**src/rtl/sonar_tx_sequencer.sv**
```systemverilog
// Sends an 8-character "aaa,ddd#" frame built from a snapshot of the BCD angle
// and distance, one character per tx_partida/tx_pronto handshake.
module sonar_tx_sequencer #(
  parameter logic [6:0]  SEPARADOR  = 7'h2C,
  parameter logic [6:0]  TERMINADOR = 7'h23,
  parameter int unsigned TIMEOUT    = 100000
) (
  input  logic        clock,
  input  logic        reset,
  input  logic        iniciar,
  input  logic [11:0] angulo,
  input  logic [11:0] distancia,
  input  logic        tx_pronto,
  output logic        tx_partida,
  output logic [6:0]  tx_dados,
  output logic        ocupado,
  output logic        fim,
  output logic        erro,
  output logic [3:0]  db_estado,
  output logic [2:0]  db_indice
);

  localparam int CW = (TIMEOUT > 1) ? $clog2(TIMEOUT) : 1;
  localparam logic [CW-1:0] CNT_MAX = CW'(TIMEOUT - 1);

  typedef enum logic [3:0] {
    INICIAL = 4'd0,
    CARREGA = 4'd1,
    PARTIDA = 4'd2,
    ESPERA  = 4'd3,
    PROXIMO = 4'd4,
    FIM     = 4'd5,
    ERRO    = 4'd6
  } state_t;

  state_t        state_q, state_d;
  logic [2:0]    idx_q, idx_d;
  logic [CW-1:0] cnt_q, cnt_d;
  logic [11:0]   ang_q, ang_d;
  logic [11:0]   dist_q, dist_d;

  function automatic logic [6:0] digit_ascii(input logic [3:0] d);
    return (d <= 4'd9) ? {3'b011, d} : 7'h3F;
  endfunction

  function automatic logic [6:0] frame_char(input logic [2:0] idx,
                                            input logic [11:0] a,
                                            input logic [11:0] d);
    logic [6:0] c;
    case (idx)
      3'd0:    c = digit_ascii(a[11:8]);
      3'd1:    c = digit_ascii(a[7:4]);
      3'd2:    c = digit_ascii(a[3:0]);
      3'd3:    c = SEPARADOR;
      3'd4:    c = digit_ascii(d[11:8]);
      3'd5:    c = digit_ascii(d[7:4]);
      3'd6:    c = digit_ascii(d[3:0]);
      default: c = TERMINADOR;
    endcase
    return c;
  endfunction

  always_comb begin
    state_d = state_q;
    idx_d   = idx_q;
    cnt_d   = cnt_q;
    ang_d   = ang_q;
    dist_d  = dist_q;
    case (state_q)
      INICIAL: if (iniciar) state_d = CARREGA;
      CARREGA: begin
        ang_d   = angulo;
        dist_d  = distancia;
        idx_d   = 3'd0;
        state_d = PARTIDA;
      end
      PARTIDA: begin
        cnt_d   = '0;
        state_d = ESPERA;
      end
      // tx_pronto takes priority over an expiring timeout
      ESPERA: begin
        if (tx_pronto)             state_d = PROXIMO;
        else if (cnt_q == CNT_MAX) state_d = ERRO;
        else                       cnt_d   = cnt_q + 1'b1;
      end
      PROXIMO: begin
        if (idx_q == 3'd7) begin
          state_d = FIM;
        end else begin
          idx_d   = idx_q + 3'd1;
          state_d = PARTIDA;
        end
      end
      // Index returns to 0 so the idle debug view is clean after either ending
      FIM, ERRO: begin
        idx_d   = 3'd0;
        state_d = INICIAL;
      end
      default: begin
        idx_d   = 3'd0;
        state_d = INICIAL;
      end
    endcase
  end

  // Outputs are registered from the next state so they line up with state_q
  always_ff @(posedge clock or negedge reset) begin
    if (!reset) begin
      state_q    <= INICIAL;
      idx_q      <= 3'd0;
      cnt_q      <= '0;
      ang_q      <= 12'd0;
      dist_q     <= 12'd0;
      tx_partida <= 1'b0;
      tx_dados   <= 7'h00;
      ocupado    <= 1'b0;
      fim        <= 1'b0;
      erro       <= 1'b0;
      db_estado  <= 4'd0;
      db_indice  <= 3'd0;
    end else begin
      state_q    <= state_d;
      idx_q      <= idx_d;
      cnt_q      <= cnt_d;
      ang_q      <= ang_d;
      dist_q     <= dist_d;
      tx_partida <= (state_d == PARTIDA);
      ocupado    <= (state_d != INICIAL);
      fim        <= (state_d == FIM);
      erro       <= (state_d == ERRO);
      db_estado  <= state_d;
      db_indice  <= idx_d;
      if (state_d == PARTIDA || state_d == ESPERA || state_d == PROXIMO)
        tx_dados <= frame_char(idx_d, ang_d, dist_d);
      else
        tx_dados <= 7'h00;
    end
  end

endmodule

```
**config.mk**
```make
export PLATFORM = sky130hd
export DESIGN_NAME = sonar_tx_sequencer
export DESIGN_NICKNAME = d
export VERILOG_FILES = /design/src/rtl/sonar_tx_sequencer.sv
export SDC_FILE = /design/constraint.sdc
export NUM_CORES = 1
export LEC_CHECK = 0
export ABC_CLOCK_PERIOD_IN_PS = 2600
export BUFFER_PORTS_ARGS = -buffer_cell sky130_fd_sc_hd__buf_2
export CELL_PAD_IN_SITES_DETAIL_PLACEMENT = 2
export CELL_PAD_IN_SITES_GLOBAL_PLACEMENT = 2
export CORE_MARGIN = 4
export CORE_UTILIZATION = 35
export DETAILED_ROUTE_END_ITERATION = 7
export PLACE_DENSITY = 0.84
export SKIP_CTS_REPAIR_TIMING = 1
export SLEW_MARGIN = 20
export SYNTH_ARGS = -nofsm -noshare
export SYNTH_HDL_FRONTEND = slang
export SYNTH_SLANG_ARGS = --single-unit
```
**constraint.sdc**
```tcl
create_clock -name clock -period 2.6 [get_ports clock]
set_input_delay 0.52 -clock clock [delete_from_list [all_inputs] [get_ports clock]]
set_output_delay 0.52 -clock clock [all_outputs]
set_load 0.02 [all_outputs]
```
==> results of run 1 <==
[Yosys cell counts (2+ instances only)]
cell | count | share of area
a2111oi_2 | 3 | 0.014
nor2b_1 | 2 | 0.0038
buf_4 | 2 | 0.0046
nand4_1 | 6 | 0.011
o22ai_1 | 6 | 0.011
a31oi_1 | 4 | 0.0076
xnor2_1 | 3 | 0.0080
clkbuf_1 | 4 | 0.0046
or3_1 | 2 | 0.0038
a211oi_1 | 17 | 0.039
a31o_2 | 3 | 0.0080
o21ai_0 | 17 | 0.026
xor2_1 | 9 | 0.024
nor2_1 | 18 | 0.021
ha_1 | 2 | 0.0076
a221oi_2 | 2 | 0.0091
o21ai_1 | 4 | 0.0061
buf_2 | 8 | 0.012
mux2i_1 | 3 | 0.0091
or4b_4 | 2 | 0.0084
nor3_1 | 11 | 0.017
nand2b_1 | 3 | 0.0057
inv_1 | 4 | 0.0046
nand2_1 | 90 | 0.10
buf_6 | 5 | 0.017
nor4bb_1 | 2 | 0.0061
and4_1 | 3 | 0.0080
a21oi_1 | 18 | 0.027
nand3_1 | 7 | 0.011
dfrtp_1 | 58 | 0.44
and3_1 | 10 | 0.019
and2_1 | 4 | 0.0076
mux2_1 | 2 | 0.0068
[state kept, by name (all words and copies together) (netlist names)]
register    flops
state_q         4
dist_q         12
cnt_q          17
ocupado         1
idx_q           3
ang_q          12
tx_dados        6
fim             1
tx_partida      1
erro            1
[layer usage]
layer,track usage,vias to the layer above
li1,-,1400
met1,0.2610,1564
met2,0.3309,55
met3,0.03150,20
met4,0.07591,0
met5,0,-
[per-stage QoR]
step | setup slack (ns) | setup TNS, ns | area [um^2] | utilization | hold slack (ns)
floorplan | 0.2669 | 0 | 3292 | - | 0.2244
global placement | 0.3373 | 0 | 3627 | 0.3944 | 0.4582
detailed placement | 0.1361 | 0 | 3627 | 0.3944 | 0.4672
CTS | 0.05267 | 0 | 3825 | 0.4159 | 0.1346
global route | -0.04896 | -0.07576 | 3855 | 0.4192 | 0.1576
finish | 0.06963 | 0 | 3855 | 0.4192 | 0.1302
[layout make-up]
cell class	count	area (um^2)	share of cell area
Clock buffer	14	162.7	0.04219
Clock inverter	2	35.03	0.009088
Inverter	6	27.53	0.007141
Multi-Input combinational cell	278	1672	0.4336
Sequential cell	58	1451	0.3765
Tap cell	111	138.9	0.03603
Timing Repair Buffer	62	367.9	0.09542
[worst min path at each step]
| stage | from | end | cells past startpoint |
|---|---|---|---|
| finish | reset | tx_dados[5] | 1 |
| global route | reset | tx_dados[5] | 1 |
| CTS | reset | tx_dados[3] | 1 |
| detailed placement | dist_q[8] | dist_q[8] | 2 |
| global placement | ang_q[8] | ang_q[8] | 2 |
| floorplan | reset | ang_q[0] | 0 |
[cells by family (layout without fill, tap and decap cells)]
group                      Yosys count  count (layout)  share of synthesized area
xor gates and xnor gates            12              12                    0.03197
DFF                                 58              58                     0.4414
adders and majority gates            2               2                   0.007609
other                                1               2                   0.001140
AOI/OAI and AO/OA                   89              89                     0.1948
and+or+nand+nor                    168             168                     0.2557
buffers and inverters               26              84                    0.05136
muxes                                5               5                    0.01598
[power breakdown]
group | switching [uW] | leakage (uW) | total (uW) | internal (uW)
Clock | 391 | 0.000101 | 887 | 496
Sequential | 155 | 0.000758 | 1210 | 1060
Combinational | 418 | 0.00103 | 675 | 257
[worst register-to-register path, stage by stage (launching register included)]
cell and delay (ns):
dfrtp_1 0.43, ha_1 0.34, nand3b_4 0.12, a221oi_2 0.47
a22oi_4 0.21, inv_2 0.23, mux2i_1 0.27, o211ai_1 0.15
a31oi_1 0.22
==> flow_metrics.tcl, run 1 <==
set metrics [dict create \
    status "completed" \
    cts.path.max_buffers 2 \
    ir_worst_vdd_mv 0.2558 \
    fillers 1028 \
    slew_violations 0 \
    relSlewSlack 0.6662 \
    synth-edff-count 0 \
    initial_utilization 0.3576 \
    wirelength_um 11060 \
    final_cells 531 \
    wl_per_cell_um 20.82 \
    grt_pass1_vias 3344 \
    worstMarginPinSlew_ns 0.5007 \
    cp_slowest_cell "a221oi_2" \
    layout_common_cells "nand2_1, dfrtp_1, buf_2" \
    ios 46 \
    synthArstFlopShare 1.000 \
    hp-class "primary input to asynchronous set/reset pin" \
    drive_above_1_share 0.2286 \
    ys_types 60 \
    antenna_found_initial 0 \
    num_vias 3039 \
    finalNetCount 445 \
    path_delay_family "compound AO/OA/AOI/OAI gates" \
    r2r_cells 8 \
    cp-start-kind "register" \
    fmax_ghz 0.3952 \
    n_antenna_cell 0 \
    drtAntennaViolNets 0 \
    wl_met2_um 5503 \
    end_kind "register" \
    crit_path_end "tx_dados[0]" \
    io_buffers 44 \
    area_growth_pct 17.24 \
    r2r-end "tx_dados[0]" \
    max_cap_violations 0 \
    grt_start_max_net_pins 43 \
    insertion_delay_ns 0.34 \
    period_needed_ns 2.530 \
    path_clk_slew_ns 0.08 \
    place_inst 511 \
    crit-reg2reg-launch "idx_q[1]" \
    post_synth.cell_area_avg_um2 9.108 \
    place_hpwl_um 7425 \
    drcViolationCount 0 \
    fin_skew_ns 0.01208 \
    viasPerCell 5.723 \
    globalRouteOverflowTotal 0 \
    crit_cells 8 \
    setup_viol 0 \
    ys_seq_area_frac 0.4414 \
    max_stage_delay_ns 0.47 \
    die_y_um 104.9 \
    yosys_warnings 0 \
    core_area_um2 9196 \
    cp_cell_sequence "ha_1 -> nand3b_4 -> a221oi_2 -> a22oi_4 -> inv_2 -> mux2i_1 -> o211ai_1 -> a31oi_1" \
    crit_type "register to register" \
    cp.required_ns 2.86 \
    period_share 0.9732 \
    hold_viol 0 \
    power_density_nw_per_um2 719.8 \
    cp_num_buf_inv 1 \
    cts_tree "built" \
    p_leak_uw 0.001893 \
    synthFlopType "dfrtp_1" \
    numCtsBuffers 9 \
    synthesis.area_um2 3288 \
    grt_pass1_wl_um 17630 \
    die_w_um 104.9 \
    drt_iter0_drc 104 \
    dieArea_um2 11010 \
    routed.top_layer "met4" \
    routed-wl-met3_um 302 \
    startpoint "idx_q[1]" \
    cts.htree.levels 3 \
    final_common_cell "nand2_1" \
    clock_sinks 58 \
    num_rows 35 \
    firstDrtPassIters 4 \
    grt_util_all_layers 0.1994 \
    finalPower_uw 2775 \
    ys_seq_elements 58 \
    syn_inst 361 \
    worstPathArrival_ns 2.79 \
    drt-met1-wl_um 5019 \
    gp_congestion 0.8308 \
    path_max_fanout 11 \
    rrSetupSlack_ns 0.07 \
    clockRootBuffer "clkbuf_8" \
]
Note: power is estimated with default switching activity, not from simulation.
==> run 2, diff against run 1 <==
--- a/config.mk
+++ b/config.mk
@@ -5,12 +5,13 @@
 export SDC_FILE = /design/constraint.sdc
 export NUM_CORES = 1
 export LEC_CHECK = 0
+export ABC_AREA = 1
 export ABC_CLOCK_PERIOD_IN_PS = 2600
 export BUFFER_PORTS_ARGS = -buffer_cell sky130_fd_sc_hd__buf_2
 export CELL_PAD_IN_SITES_DETAIL_PLACEMENT = 2
 export CELL_PAD_IN_SITES_GLOBAL_PLACEMENT = 2
 export CORE_MARGIN = 4
-export CORE_UTILIZATION = 35
+export CORE_UTILIZATION = 32
 export DETAILED_ROUTE_END_ITERATION = 7
 export PLACE_DENSITY = 0.84
 export SKIP_CTS_REPAIR_TIMING = 1
==> flow_metrics.tcl, run 2 <==
set metrics [dict create \
    status "completed" \
    path_max_fanout 29 \
    relSlewSlack 0.4532 \
    area_growth_pct 16.41 \
    globalRouteOverflowTotal 0 \
    drtAntennaViolNets 0 \
    yosys_warnings 0 \
    finalNetCount 551 \
    num_rows 37 \
    cp-start-kind "register" \
    top_register "cnt_q" \
    synth.most_common_cell "nand2_1" \
    synth_top_area_frac 0.4298 \
    rsz0062_at_grt "no" \
    max_cap_violations 0 \
    io_buffers 44 \
    period_needed_ns 2.148 \
    synth.largest_area_cell "dfrtp_1" \
    cp.required_ns 2.82 \
    largest_reg_flops 17 \
    dieArea_um2 12260 \
    end_kind "register" \
    slew_violations 0 \
    wirelength_um 11690 \
    gp_congestion 0.8754 \
    p_leak_uw 0.002136 \
    core_area_um2 10320 \
    ir_worst_vdd_mv 0.2675 \
    cp_slowest_cell "dfrtp_1" \
    period_share 0.8263 \
    clockRootBuffer "clkbuf_8" \
    top_regs "cnt_q (17), ang_q (12), dist_q (12)" \
    initial_utilization 0.3271 \
    grt_start_max_net_pins 37 \
    hp-class "primary input to asynchronous set/reset pin" \
    grt_util_all_layers 0.2033 \
    rrSetupSlack_ns 0.45 \
    max_stage_delay_ns 0.42 \
    worstMarginPinSlew_ns 0.8126 \
    fmax_ghz 0.4655 \
    n_antenna_cell 0 \
    firstDrtPassIters 4 \
    layout_common_cells "nand2_1, inv_1, dfrtp_1" \
    final_cells 662 \
    cts_tree "built" \
    place_inst 646 \
    multi_input_area_um2 1570 \
    final_common_cell "nand2_1" \
    cts.htree.levels 3 \
    hold_viol 0 \
    synthTopCellsByArea "dfrtp_1, nand2_1, inv_1" \
    synth-edff-count 0 \
    final-seq-area_um2 1451 \
    clock_sinks 58 \
    synth_commonest_cells "nand2_1, inv_1, dfrtp_1, nand3_1, nor2_1" \
    setup_tns_ns 0 \
    fillers 1243 \
    crit_type "register to register" \
    drive_above_1_share 0.1616 \
    wl_per_cell_um 17.66 \
    die_w_um 110.7 \
    post_synth.cell_area_avg_um2 7.140 \
    die_y_um 110.7 \
    antenna_found_initial 0 \
    setup_viol 0 \
    path_clk_slew_ns 0.07 \
    fin_skew_ns 0.007329 \
    insertion_delay_ns 0.34 \
    power_density_nw_per_um2 895.5 \
    worstPathArrival_ns 2.37 \
    cts.path.max_buffers 2 \
    ys_seq_area_frac 0.4298 \
    synthArstFlopShare 1.000 \
    critPathMostFrequentCell "nor2_1" \
    ios 46 \
    place_hpwl_um 8553 \
    ys_seq_elements 58 \
    grt_pass1_wl_um 20320 \
    numCtsBuffers 9 \
    viasPerCell 5.030 \
    num_vias 3330 \
    ys_types 30 \
    synthFlopType "dfrtp_1" \
    cp_cell_sequence "nor2_2 -> nand2_2 -> buf_12 -> nand2_1 -> nand2_1 -> a21oi_1 -> nor2_1 -> nor2_1 -> nand2_1 -> nor2_1 -> nor2_1" \
    drcViolationCount 0 \
    grt_pass1_vias 3832 \
    synthesis.area_um2 3377 \
    syn_inst 473 \
    drt_iter0_drc 159 \
]
-- run 2: cell types whose count changed in the layout (fill, tap and decap cells not counted), sizes merged, moves of 6 or more --
cell and delta:
a211oi -18, inv +66, nand4 +7, nor2 +33, and3 -10, a21oi -8, nand2 +60, nand3 +44
nand3b +10, o22ai -6, buf -12
-- run 2: report_power, final --
group / internal [uW] / switching [uW]
clock network: 422 / 373
registers: 1150 / 136
logic: 422 / 1010
total: 2000 / 1520
-- run 2: final cells by class --
| class | instances | share of cell area |
|---|---|---|
| timing repair buffer | 50 | 0.07384 |
| sequential | 58 | 0.3692 |
| clock buffer | 14 | 0.04392 |
| clock inverter | 2 | 0.002546 |
| multi-input combinational | 331 | 0.3994 |
| inverter | 71 | 0.06779 |
| tap | 136 | 0.04328 |
-- run 2: metal layers --
metal	GRT usage	wire length [um]
met1	0.2668	5399
met2	0.3455	5719
met3	0.03111	412
met4	0.06158	160
met5	0	0
-- run 2: through the flow --
step,total power (uW),hold slack (ns),setup slack [ns],cell area (um^2),util
2_1_floorplan,2233,0.2244,0.8692,3381,-
3_3_place_gp,2613,0.4840,0.5782,3749,0.3631
3_5_place_dp,2713,0.4957,0.4756,3749,0.3631
4_1_cts,3562,0.1997,0.4149,3931,0.3808
5_1_grt,3815,0.2216,0.2203,3931,0.3808
6_report,3520,0.1778,0.4517,3931,0.3808
-- run 2: cells by family after synthesis --
logic type      synth area share
compound gates           0.05854
xor+xnor                 0.01556
fa+ha+maj               0.007409
buf+inv                   0.1063
flops                     0.4298
other cells             0.001110
simple gates              0.3813
-- run 2: final timing paths --
check,end,cells after the start,from
max,tx_dados[2],11,state_q[3]
max in group asynchronous,tx_dados[4],2,reset
min in group clock,dist_q[1],3,distancia[1]
min,ang_q[7],1,reset
max reg2reg,tx_dados[2],11,state_q[3]
min reg2reg,dist_q[1],2,dist_q[1]
-- run 2: worst max-delay path, delay by kind of cell, from the launching register on --
kind,cells,cell delay [ns]
and+or+nand+nor,9,1.15
AOI/OAI and AO/OA,1,0.21
buffers and inverters,1,0.24
DFF,1,0.42
==> run 3, diff against run 2 <==
--- a/config.mk
+++ b/config.mk
@@ -6,14 +6,14 @@
 export NUM_CORES = 1
 export LEC_CHECK = 0
 export ABC_AREA = 1
-export ABC_CLOCK_PERIOD_IN_PS = 2600
+export ABC_CLOCK_PERIOD_IN_PS = 1900
 export BUFFER_PORTS_ARGS = -buffer_cell sky130_fd_sc_hd__buf_2
 export CELL_PAD_IN_SITES_DETAIL_PLACEMENT = 2
 export CELL_PAD_IN_SITES_GLOBAL_PLACEMENT = 2
 export CORE_MARGIN = 4
-export CORE_UTILIZATION = 32
+export CORE_UTILIZATION = 29
 export DETAILED_ROUTE_END_ITERATION = 7
-export PLACE_DENSITY = 0.84
+export PLACE_DENSITY = 0.8
 export SKIP_CTS_REPAIR_TIMING = 1
 export SLEW_MARGIN = 20
 export SYNTH_ARGS = -nofsm -noshare
==> constraint.sdc (replaced) <==
create_clock -name clock -period 1.9 [get_ports clock]
set_input_delay 0.38 -clock clock [delete_from_list [all_inputs] [get_ports clock]]
set_output_delay 0.38 -clock clock [all_outputs]
set_load 0.02 [all_outputs]
==> flow_metrics.tcl, run 3 (synthesized netlist as in run 2, its figures left out) <==
set metrics [dict create \
    cp-start-kind "register" \
    layout_common_cells "nand2_1, inv_1, dfrtp_1" \
    final-seq-area_um2 1453 \
    largest_reg_flops 17 \
    area_growth_pct 32.94 \
    firstDrtPassIters 4 \
    viasPerCell 5.088 \
    finalWorstSetupSlack_ns -0.08378 \
    antenna_found_initial 0 \
    worstMarginPinSlew_ns 0.6154 \
    r2r_cells 11 \
    hold_viol 0 \
    numCtsBuffers 9 \
    globalRouteOverflowTotal 0 \
    drive_above_1_share 0.2581 \
    io_buffers 44 \
    r2r-end "tx_dados[1]" \
    cts_tree "built" \
    core_area_um2 11420 \
    die_w_um 115.9 \
    final_common_cell "nand2_1" \
    clockRootBuffer "clkbuf_16" \
    crit_type "register to register" \
    path_clk_slew_ns 0.06 \
    grt_pass1_wl_um 19410 \
    grt_start_max_net_pins 59 \
    finalNetCount 583 \
    fmax_ghz 0.5041 \
    wl_per_cell_um 20.08 \
    rsz0062_at_grt "yes" \
    p_leak_uw 0.002410 \
    fin_skew_ns 0.01483 \
    drt_iter0_drc 176 \
    grt_util_all_layers 0.1843 \
    place_hpwl_um 8457 \
    initial_utilization 0.2957 \
    slew_violations 0 \
    setup_tns_ns -0.1854 \
    cts.path.max_buffers 2 \
    multi_input_area_um2 1724 \
    top_regs "cnt_q (17), ang_q (12), dist_q (12)" \
    wirelength_um 14070 \
    worstPathArrival_ns 2.24 \
    num_rows 39 \
    gp_congestion 0.8924 \
    grt_pass1_vias 3810 \
    ios 46 \
    setup_viol 4 \
    n_antenna_cell 0 \
    relSlewSlack 0.5865 \
    path_max_fanout 6 \
    end_kind "register" \
    insertion_delay_ns 0.34 \
    dieArea_um2 13440 \
    drcViolationCount 0 \
    hp-class "primary input to asynchronous set/reset pin" \
    cp.required_ns 2.16 \
    fillers 1337 \
    power_density_nw_per_um2 1279 \
    cts.htree.levels 3 \
    die_y_um 115.9 \
    violations "setup timing" \
    clock_sinks 58 \
    status "finished with violations" \
    ir_worst_vdd_mv 0.4715 \
    max_cap_violations 0 \
    period_share 1.044 \
    drtAntennaViolNets 0 \
    num_vias 3567 \
    crit-reg2reg-launch "idx_q[0]" \
    top_register "cnt_q" \
    rrSetupSlack_ns -0.08 \
    period_needed_ns 1.984 \
    timing.hold.ws_ns 0.04676 \
]
## run 3: changes by cell type in the layout (fill, tap and decap cells not counted), moves of 3 or more
cell       previous run  this run
buf_4                 4        30
clkbuf_16             0        11
a21oi_1              11         8
nand3_2               1         4
nand2_2               4        13
nor2_1               45        42
nand3_1              50        47
clkbuf_8             12         1
nor2_4                2         6
a21oi_2               1         4
nand2_1             144       132
## run 3: area by class of cell
cell class,count,share of cell area
clock buffer,13,0.05574
clock inverter,3,0.003344
inverter,71,0.05936
multi-input combinational,331,0.3841
sequential,58,0.3236
tap,143,0.03986
timing repair buffer,82,0.1341
## run 3: worst max-delay path by stage
stage | depth (start not counted) | slack, ns | to | from
floorplan | 10 | 0.17 | tx_dados[1] | idx_q[0]
global placement | 12 | -0.09 | tx_dados[4] | cnt_q[1]
detailed placement | 12 | -0.13 | tx_dados[4] | cnt_q[1]
CTS | 12 | -0.22 | tx_dados[4] | cnt_q[1]
global route | 13 | -0.19 | tx_dados[1] | state_q[0]
finish | 11 | -0.08 | tx_dados[1] | idx_q[0]
## run 3: routing by layer
| metal | up-vias | track usage | part of all wire |
|---|---|---|---|
| li1 | 1646 | - | - |
| met1 | 1820 | 0.2399 | 0.45 |
| met2 | 71 | 0.3142 | 0.49 |
| met5 | - | 0 | 0 |
| met4 | 0 | 0.06729 | 0.027 |
| met3 | 30 | 0.02298 | 0.033 |
## run 3: critical path, stage by stage, from the launching register on
cell     delay, ns
dfrtp_1       0.44
ha_4          0.20
nand2_4       0.07
nand2_1       0.10
nand2_2       0.09
o21ai_4       0.28
nand3_1       0.18
inv_1         0.14
nand2_1       0.08
nand3_1       0.13
nor2_1        0.06
nor2_1        0.11
## run 3: where the power goes
part	switching (uW)	internal, uW	leakage (uW)	total [uW]
Sequential	172	1590	0.000748	1760
Combinational	1620	843	0.00153	2470
Clock	605	913	0.000133	1520
Total	2400	3340	0.00241	5740
## run 3: metrics by stage
step	cells	utilization	power (uW)	setup slack [ns]	area (um^2)
floorplan	474	-	3056	0.1692	3381
global placement	668	0.3389	3585	-0.08635	3870
detailed placement	668	0.3389	3713	-0.1339	3870
CTS	684	0.3622	5247	-0.2241	4135
global route	701	0.3932	6145	-0.1854	4489
finish	701	0.3932	5744	-0.08378	4489
